File: config.mk
export PLATFORM = sky130hd
export DESIGN_NAME = spike_rate_decoder_flat
export DESIGN_NICKNAME = d
export VERILOG_FILES = /design/src/rtl/spike_rate_decoder_if.sv /design/src/rtl/spike_rate_decoder.sv /design/src/flat_wrapper.sv
export SDC_FILE = /design/constraint.sdc
export NUM_CORES = 1
export LEC_CHECK = 0
export CAP_MARGIN = 5
export CELL_PAD_IN_SITES_DETAIL_PLACEMENT = 0
export CELL_PAD_IN_SITES_GLOBAL_PLACEMENT = 1
export CORE_AREA = 4 4 62 64
export CTS_BUF_LIST = sky130_fd_sc_hd__clkbuf_8
export CTS_CLUSTER_SIZE = 14
export DETAILED_ROUTE_END_ITERATION = 10
export DIE_AREA = 0 0 66 68
export PLACE_DENSITY_LB_ADDON = 0.1
export RECOVER_POWER = 50
export SKIP_CTS_REPAIR_TIMING = 1
export SLEW_MARGIN = 20
export SYNTH_ARGS = -nofsm -noshare
export SYNTH_HDL_FRONTEND = slang
export SYNTH_SLANG_ARGS = --single-unit
File: constraint.sdc
create_clock -name clk_i -period 2.1 [get_ports clk_i]
set_input_delay 0.21 -clock clk_i [delete_from_list [all_inputs] [get_ports clk_i]]
set_output_delay 0.21 -clock clk_i [all_outputs]
set_load 0.1 [all_outputs]
File: src/rtl/spike_rate_decoder_if.sv
// Result channel of the spike rate decoder: recovered rate plus valid/ready handshake.
// The master drives the rate and valid; the slave (readout logic) drives ready.
interface spike_rate_decoder_if #(
  parameter int WIDTH = 8
);
  logic [WIDTH-1:0] rate;
  logic             valid;
  logic             ready;

  modport master (output rate, output valid, input ready);
  modport slave  (input rate, input valid, output ready);
endinterface

File: src/rtl/spike_rate_decoder.sv
// Rate-coded spike receiver: counts spikes over a 2**WIDTH-1 cycle window and
// presents the count (the originating weight) on a valid/ready result channel.
module spike_rate_decoder #(
  parameter int WIDTH = 8
) (
  input  logic                        clk_i,
  input  logic                        rst_ni,
  input  logic                        start_i,
  input  logic                        cont_i,
  input  logic                        spike_i,
  output logic                        busy_o,
  output logic                        overrun_o,
  spike_rate_decoder_if.master        rate_if
);

  typedef enum logic {IDLE, COUNT} state_e;

  // The completion edge is the one where cyc_q has already seen 2**WIDTH-2 samples.
  localparam logic [WIDTH-1:0] LastCyc = WIDTH'((1 << WIDTH) - 2);

  state_e           state_q, state_d;
  logic [WIDTH-1:0] cyc_q, cyc_d;
  logic [WIDTH-1:0] acc_q, acc_d;
  logic [WIDTH-1:0] rate_q, rate_d;
  logic             valid_q, valid_d;
  logic             overrun_q, overrun_d;

  logic windowDone;
  logic startAccept;

  assign windowDone  = (state_q == COUNT) && (cyc_q == LastCyc);
  assign startAccept = (state_q == IDLE) && start_i;

  always_ff @(posedge clk_i or negedge rst_ni) begin
    if (!rst_ni) begin
      state_q <= IDLE;
    end else begin
      state_q <= state_d;
    end
  end

  always_comb begin
    state_d = state_q;
    case (state_q)
      IDLE:    if (start_i) state_d = COUNT;
      COUNT:   if (windowDone && !cont_i) state_d = IDLE;
      default: state_d = IDLE;
    endcase
  end

  always_comb begin
    busy_o        = (state_q == COUNT);
    overrun_o     = overrun_q;
    rate_if.rate  = rate_q;
    rate_if.valid = valid_q;
  end

  // Counters restart on an accepted start and at every completion, so continuous
  // windows follow each other with no gap.
  always_comb begin
    cyc_d     = cyc_q;
    acc_d     = acc_q;
    rate_d    = rate_q;
    valid_d   = valid_q;
    overrun_d = overrun_q;

    if (startAccept) begin
      cyc_d     = '0;
      acc_d     = '0;
      overrun_d = 1'b0;
    end else if (state_q == COUNT) begin
      if (windowDone) begin
        cyc_d = '0;
        acc_d = '0;
      end else begin
        cyc_d = cyc_q + WIDTH'(1);
        acc_d = acc_q + WIDTH'(spike_i);
      end
    end

    // A completion always wins over a consume; it only counts as an overrun when
    // the previous result is neither consumed on this edge nor earlier.
    if (windowDone) begin
      rate_d  = acc_q + WIDTH'(spike_i);
      valid_d = 1'b1;
      if (valid_q && !rate_if.ready) overrun_d = 1'b1;
    end else if (valid_q && rate_if.ready) begin
      valid_d = 1'b0;
    end
  end

  always_ff @(posedge clk_i or negedge rst_ni) begin
    if (!rst_ni) begin
      cyc_q     <= '0;
      acc_q     <= '0;
      rate_q    <= '0;
      valid_q   <= 1'b0;
      overrun_q <= 1'b0;
    end else begin
      cyc_q     <= cyc_d;
      acc_q     <= acc_d;
      rate_q    <= rate_d;
      valid_q   <= valid_d;
      overrun_q <= overrun_d;
    end
  end

endmodule

File: src/flat_wrapper.sv
// flat-port wrapper written by rule: the top's interface ports become plain ports
module spike_rate_decoder_flat 
#(
  parameter int WIDTH = 8
)
  (clk_i, rst_ni, start_i, cont_i, spike_i, busy_o, overrun_o, rate_if_rate, rate_if_valid, rate_if_ready);
  spike_rate_decoder_if #(.WIDTH(WIDTH)) rate_if_i ();
  input  logic clk_i;
  input  logic rst_ni;
  input  logic start_i;
  input  logic cont_i;
  input  logic spike_i;
  output logic busy_o;
  output logic overrun_o;
  output wire logic [$bits(rate_if_i.rate)-1:0] rate_if_rate;
  output wire logic [$bits(rate_if_i.valid)-1:0] rate_if_valid;
  input wire logic [$bits(rate_if_i.ready)-1:0] rate_if_ready;
  assign rate_if_rate = rate_if_i.rate;
  assign rate_if_valid = rate_if_i.valid;
  assign rate_if_i.ready = rate_if_ready;
  spike_rate_decoder #(.WIDTH(WIDTH)) u_core (.clk_i(clk_i), .rst_ni(rst_ni), .start_i(start_i), .cont_i(cont_i), .spike_i(spike_i), .busy_o(busy_o), .overrun_o(overrun_o), .rate_if(rate_if_i));
endmodule
* Yosys cells after proc, flatten, opt, wreduce, memory -nomap -nowiden
Index checks and enable logic that the tools add are counted.
** Storage, ports and cells
- Register bits after elaboration :: 27
- Output and inout bits :: 11
** Cells by class
- $add $sub $neg :: 2
- Equal/unequal tests :: 1
- Muxes and demuxes :: 14
- Bitwise gates (word level) :: 1
- Reductions and logical operators :: 9
** Operators by type and width (count)
- $mux 8 :: 6
- $add 8x1->8 :: 1
- $add 8x1->8 const B :: 1
- $eq 8x8->1 const B :: 1
- $mux 1 :: 7
- $logic_and 1x1->1 :: 5
- $reduce_bool 2->1 :: 2
- $logic_not 1->1 :: 2
- $pmux 1 s2 :: 1
- $not 1->1 :: 1

* Logic depth before layout (Yosys ltp)
- Word-level depth :: 5
- Mapped depth :: 6
- Depth with buffers taken out :: 5

* Worst setup path before layout
No wires, ideal clock.
- Kind :: flip-flop to flip-flop
- Start :: register u_core.state_q, in the netlist u_core.busy_o
- End :: register u_core.rate_q[0], in the netlist u_core.rate_if.rate[0]
- Library setup time :: 0.128 ns
- Data arrival time :: 1.932 ns
- Data required time :: 1.972 ns
- Slack :: 0.040 ns
- Cell stages (with the launch flop) :: 5
- Period minus slack after synthesis :: 2.060 ns
- Cell sequence :: dfrtp_1 -> buf_2 -> nand4_2 -> nor2_8 -> mux2_1
** On the way
- Cells in the longest elaborated chain, start to end :: 1
** Ends and longest elaborated chain
- from (decl) :: line spike_rate_decoder.sv:21 : state_e state_q, state_d;
- from (signal assigned) :: line spike_rate_decoder.sv:38 : state_q <= state_d;
- $logic_and 1x1->1 :: line spike_rate_decoder.sv:31 : assign windowDone = (state_q == COUNT) && (cyc_q == LastCyc);
- to (signal assigned) :: line spike_rate_decoder.sv:102 : rate_q <= rate_d;
- to (decl) :: line spike_rate_decoder.sv:24 : logic [WIDTH-1:0] rate_q, rate_d;
Every way passes these cells.
A chain may end at the register's enable or synchronous reset.

* Worst setup path after layout
- Start :: register u_core.overrun_q, in the netlist u_core.overrun_o
- End :: output overrun_o
** RTL lines
- from (decl) :: line spike_rate_decoder.sv:26 : logic overrun_q, overrun_d;
- from (signal assigned) :: line spike_rate_decoder.sv:104 : overrun_q <= overrun_d;
- to (decl) :: line flat_wrapper.sv:14 : output logic overrun_o;
No word-level cell between the ends.

==> impl_metrics.ini <==
[run_status]
status = complete, but fails checks
violations = capacitance limit

[yosys]
ys_seq_area_frac = 0.4716
netlist_top_cells_area = dfrtp_1, nand2_1, ha_1
ys_seq_elements = 27
muxShareOfSynthArea = 0.02358
synth_compound_area_frac = 0.2026
synth_fa_ha_area_frac = 0.03493
synthSimpleGateAreaFrac = 0.2114
synthFlopType = dfrtp_1
synth_commonest_cells = dfrtp_1, nand2_1, a21oi_1, nand3_1, inv_1
synth-edff-count = 0
yosysWarnings = 0
netlist_area_mm2 = 0.001433
synth_cell_type_count = 44
synth_top_family_by_area = simple AND/OR/NAND/NOR gates
synth_top_area_cell = dfrtp_1
syn_inst = 142
syn_nets = 152
synthXorXnorAreaFrac = 0.01223
syn_avg_cell_area_um2 = 10.09
synth_top_area_frac = 0.4716
synthArstFlopShare = 1.000
yosysMostFrequentCell = dfrtp_1

[clock_tree]
path_clk_slew_ns = 0.09
cts-root-buf = clkbuf_8
clock_latency_ns = 0.27
clock-sinks = 27
htree_levels = 1
cts_tree = yes
cts_made_buffers = 3
cts_buffer_depth = 2

[detailed_routing]
detail_route.iter0.violations = 63
drc = 0
drt-total-wl_um = 3025
drt_first_pass_iters = 4
viasPerCell = 5.444
detail-route-antenna-nets = 0
route.detailed.wl_per_inst_um = 14.61
vias = 1127

[sta]
max_freq_mhz = 584.3
fin_crit_sh = 0.8149
final-max-slew-violation-count = 0
worst_slew_pin_slew_ns = 1.497
maxSlewHeadroom = 0.001877
fin_skew_ns = 0.003016
timing.setup.tns_ns = 0
period_needed_ns = 1.711
rsz0062_at_grt = false
setup_ws_ns = 0.3887
hold_viol_final = 0
finalSetupViolCount = 0

[worst_setup_path]
cp.required_ns = 1.89
cp-end-kind = output pin
slowest_stage = clkbuf_1
cp_top_family = buffers and inverters
crit_fanout = 2
crit_type = reg -> out
crit_path_start_kind = register
crit_chain = clkbuf_1
critPathBufInv = 1
critPathMaxStageDelay_ns = 0.86
cp.arrival_ns = 1.50

[placed_design]
dp_hpwl_um = 2246
dp_slack_ns = 0.3490
port_buffers = 16
gp_congestion = 0.8120

[grt]
grt_start_max_net_pins = 28
grt-ovfl-total = 0
grt_pass1_wl_um = 5382
track_usage = 0.1560
grt_pass1_vias = 1093
antenna_found_initial = 0

[die]
die_x_um = 66
start_util = 0.4362
die_h_um = 68
ios = 17
dieArea_mm2 = 0.004488
core_area_mm2 = 0.003284
rows = 21

[power]
p_int_mw = 0.9954
p_leak_nw = 0.7123
power.density_mw_per_mm2 = 993.3
p_sw_frac = 0.3965
clkPwrFrac = 0.181
peakVddDrop_mv = 0.5139
comb_power_share = 0.300
seq_power_share = 0.518
net-switching-power_mw = 0.6539

[run]
max_cap_violations = 1

[layout]
drive_gt1_frac = 0.1242
final_nets = 172
syn_to_final_growth_pct = 15.90
n_antenna_cell = 0

[min_path]
hold_class = reg -> reg
-- per-stage QoR --
| stage | total power, mW | hold slack, ns | utilization | std cells | cell area [um2] |
|---|---|---|---|---|---|
| 5_1_grt | 1.791 | 0.5303 | 0.5055 | 207 | 1660 |
| 2_1_floorplan | 1.229 | -0.08559 | - | 142 | 1433 |
| 4_1_cts | 1.667 | 0.3173 | 0.5124 | 207 | 1683 |
| 6_report | 1.649 | 0.4913 | 0.5055 | 207 | 1660 |
| 3_5_place_dp | 1.364 | 0.4762 | 0.4983 | 203 | 1637 |
| 3_3_place_gp | 1.351 | 0.4697 | 0.4983 | 203 | 1637 |
-- cells by family after synthesis --
family | Yosys count
AO/OA/AOI/OAI | 41
XOR/XNOR | 2
adder cells (fa/ha/maj) | 4
buffers and inverters | 13
flip-flops | 27
multiplexers | 3
AND/OR/NAND/NOR | 52
-- worst paths after layout --
| check | slack [ns] | from | end | cells after the start |
|---|---|---|---|---|
| max | 0.39 | u_core.overrun_o | overrun_o | 1 |
| min in group asynchronous | 0.74 | rst_ni | u_core.cyc_q[6] | 2 |
| max reg2reg | 0.45 | u_core.cyc_q[0] | u_core.rate_if.rate[1] | 6 |
| max in group asynchronous | 0.48 | rst_ni | u_core.rate_if.rate[2] | 2 |
| min reg2reg | 0.49 | u_core.rate_if.rate[0] | u_core.rate_if.rate[0] | 1 |
| min | 0.49 | u_core.rate_if.rate[0] | u_core.rate_if.rate[0] | 1 |
-- metal layers --
| layer | vias to the layer above | share of wire | global-route usage |
|---|---|---|---|
| li1 | 571 | - | - |
| met1 | 537 | 0.52 | 0.2183 |
| met2 | 15 | 0.45 | 0.2541 |
| met3 | 4 | 0.025 | 0.02463 |
| met4 | 0 | 0.0089 | 0.03807 |
| met5 | - | 0 | 0 |
-- cell type report --
type	count	area (um2)
inverter	7	26.28
clock inverter	1	5.005
multi-input combinational	102	694.4
clock buffer	3	41.29
sequential	27	675.6
tap	46	57.56
timing repair buffer	21	160.2
fill	329	1624
-- power groups by stage --
stage	logic [mW]	registers, mW	clock network (mW)
floorplan	0.356	0.873	0
global placement	0.493	0.858	0
detailed placement	0.503	0.861	0
CTS	0.506	0.851	0.310
global route	0.567	0.897	0.328
finish	0.495	0.855	0.299
-- flip-flops by register name (all words and copies together), names as in the netlist --
register	flops
u_core.busy_o	1
u_core.acc_q	8
u_core.cyc_q	8
u_core.rate_if.valid	1
u_core.rate_if.rate	8
u_core.overrun_o	1
-- layout by cell type (no fill, tap or decap), types with 4 or more instances in the layout --
cell type        Yosys  layout
nand3_1              8       8
ha_1                 4       4
a21oi_1              8       8
nand2_1             18      18
o21ai_0              6       6
o211ai_1             5       5
inv_1                7       7
clkdlybuf4s50_1      0       5
dfrtp_1             27      27
buf_4                0       9
clkbuf_1             0       6
(Power assumes the default switching activity.)
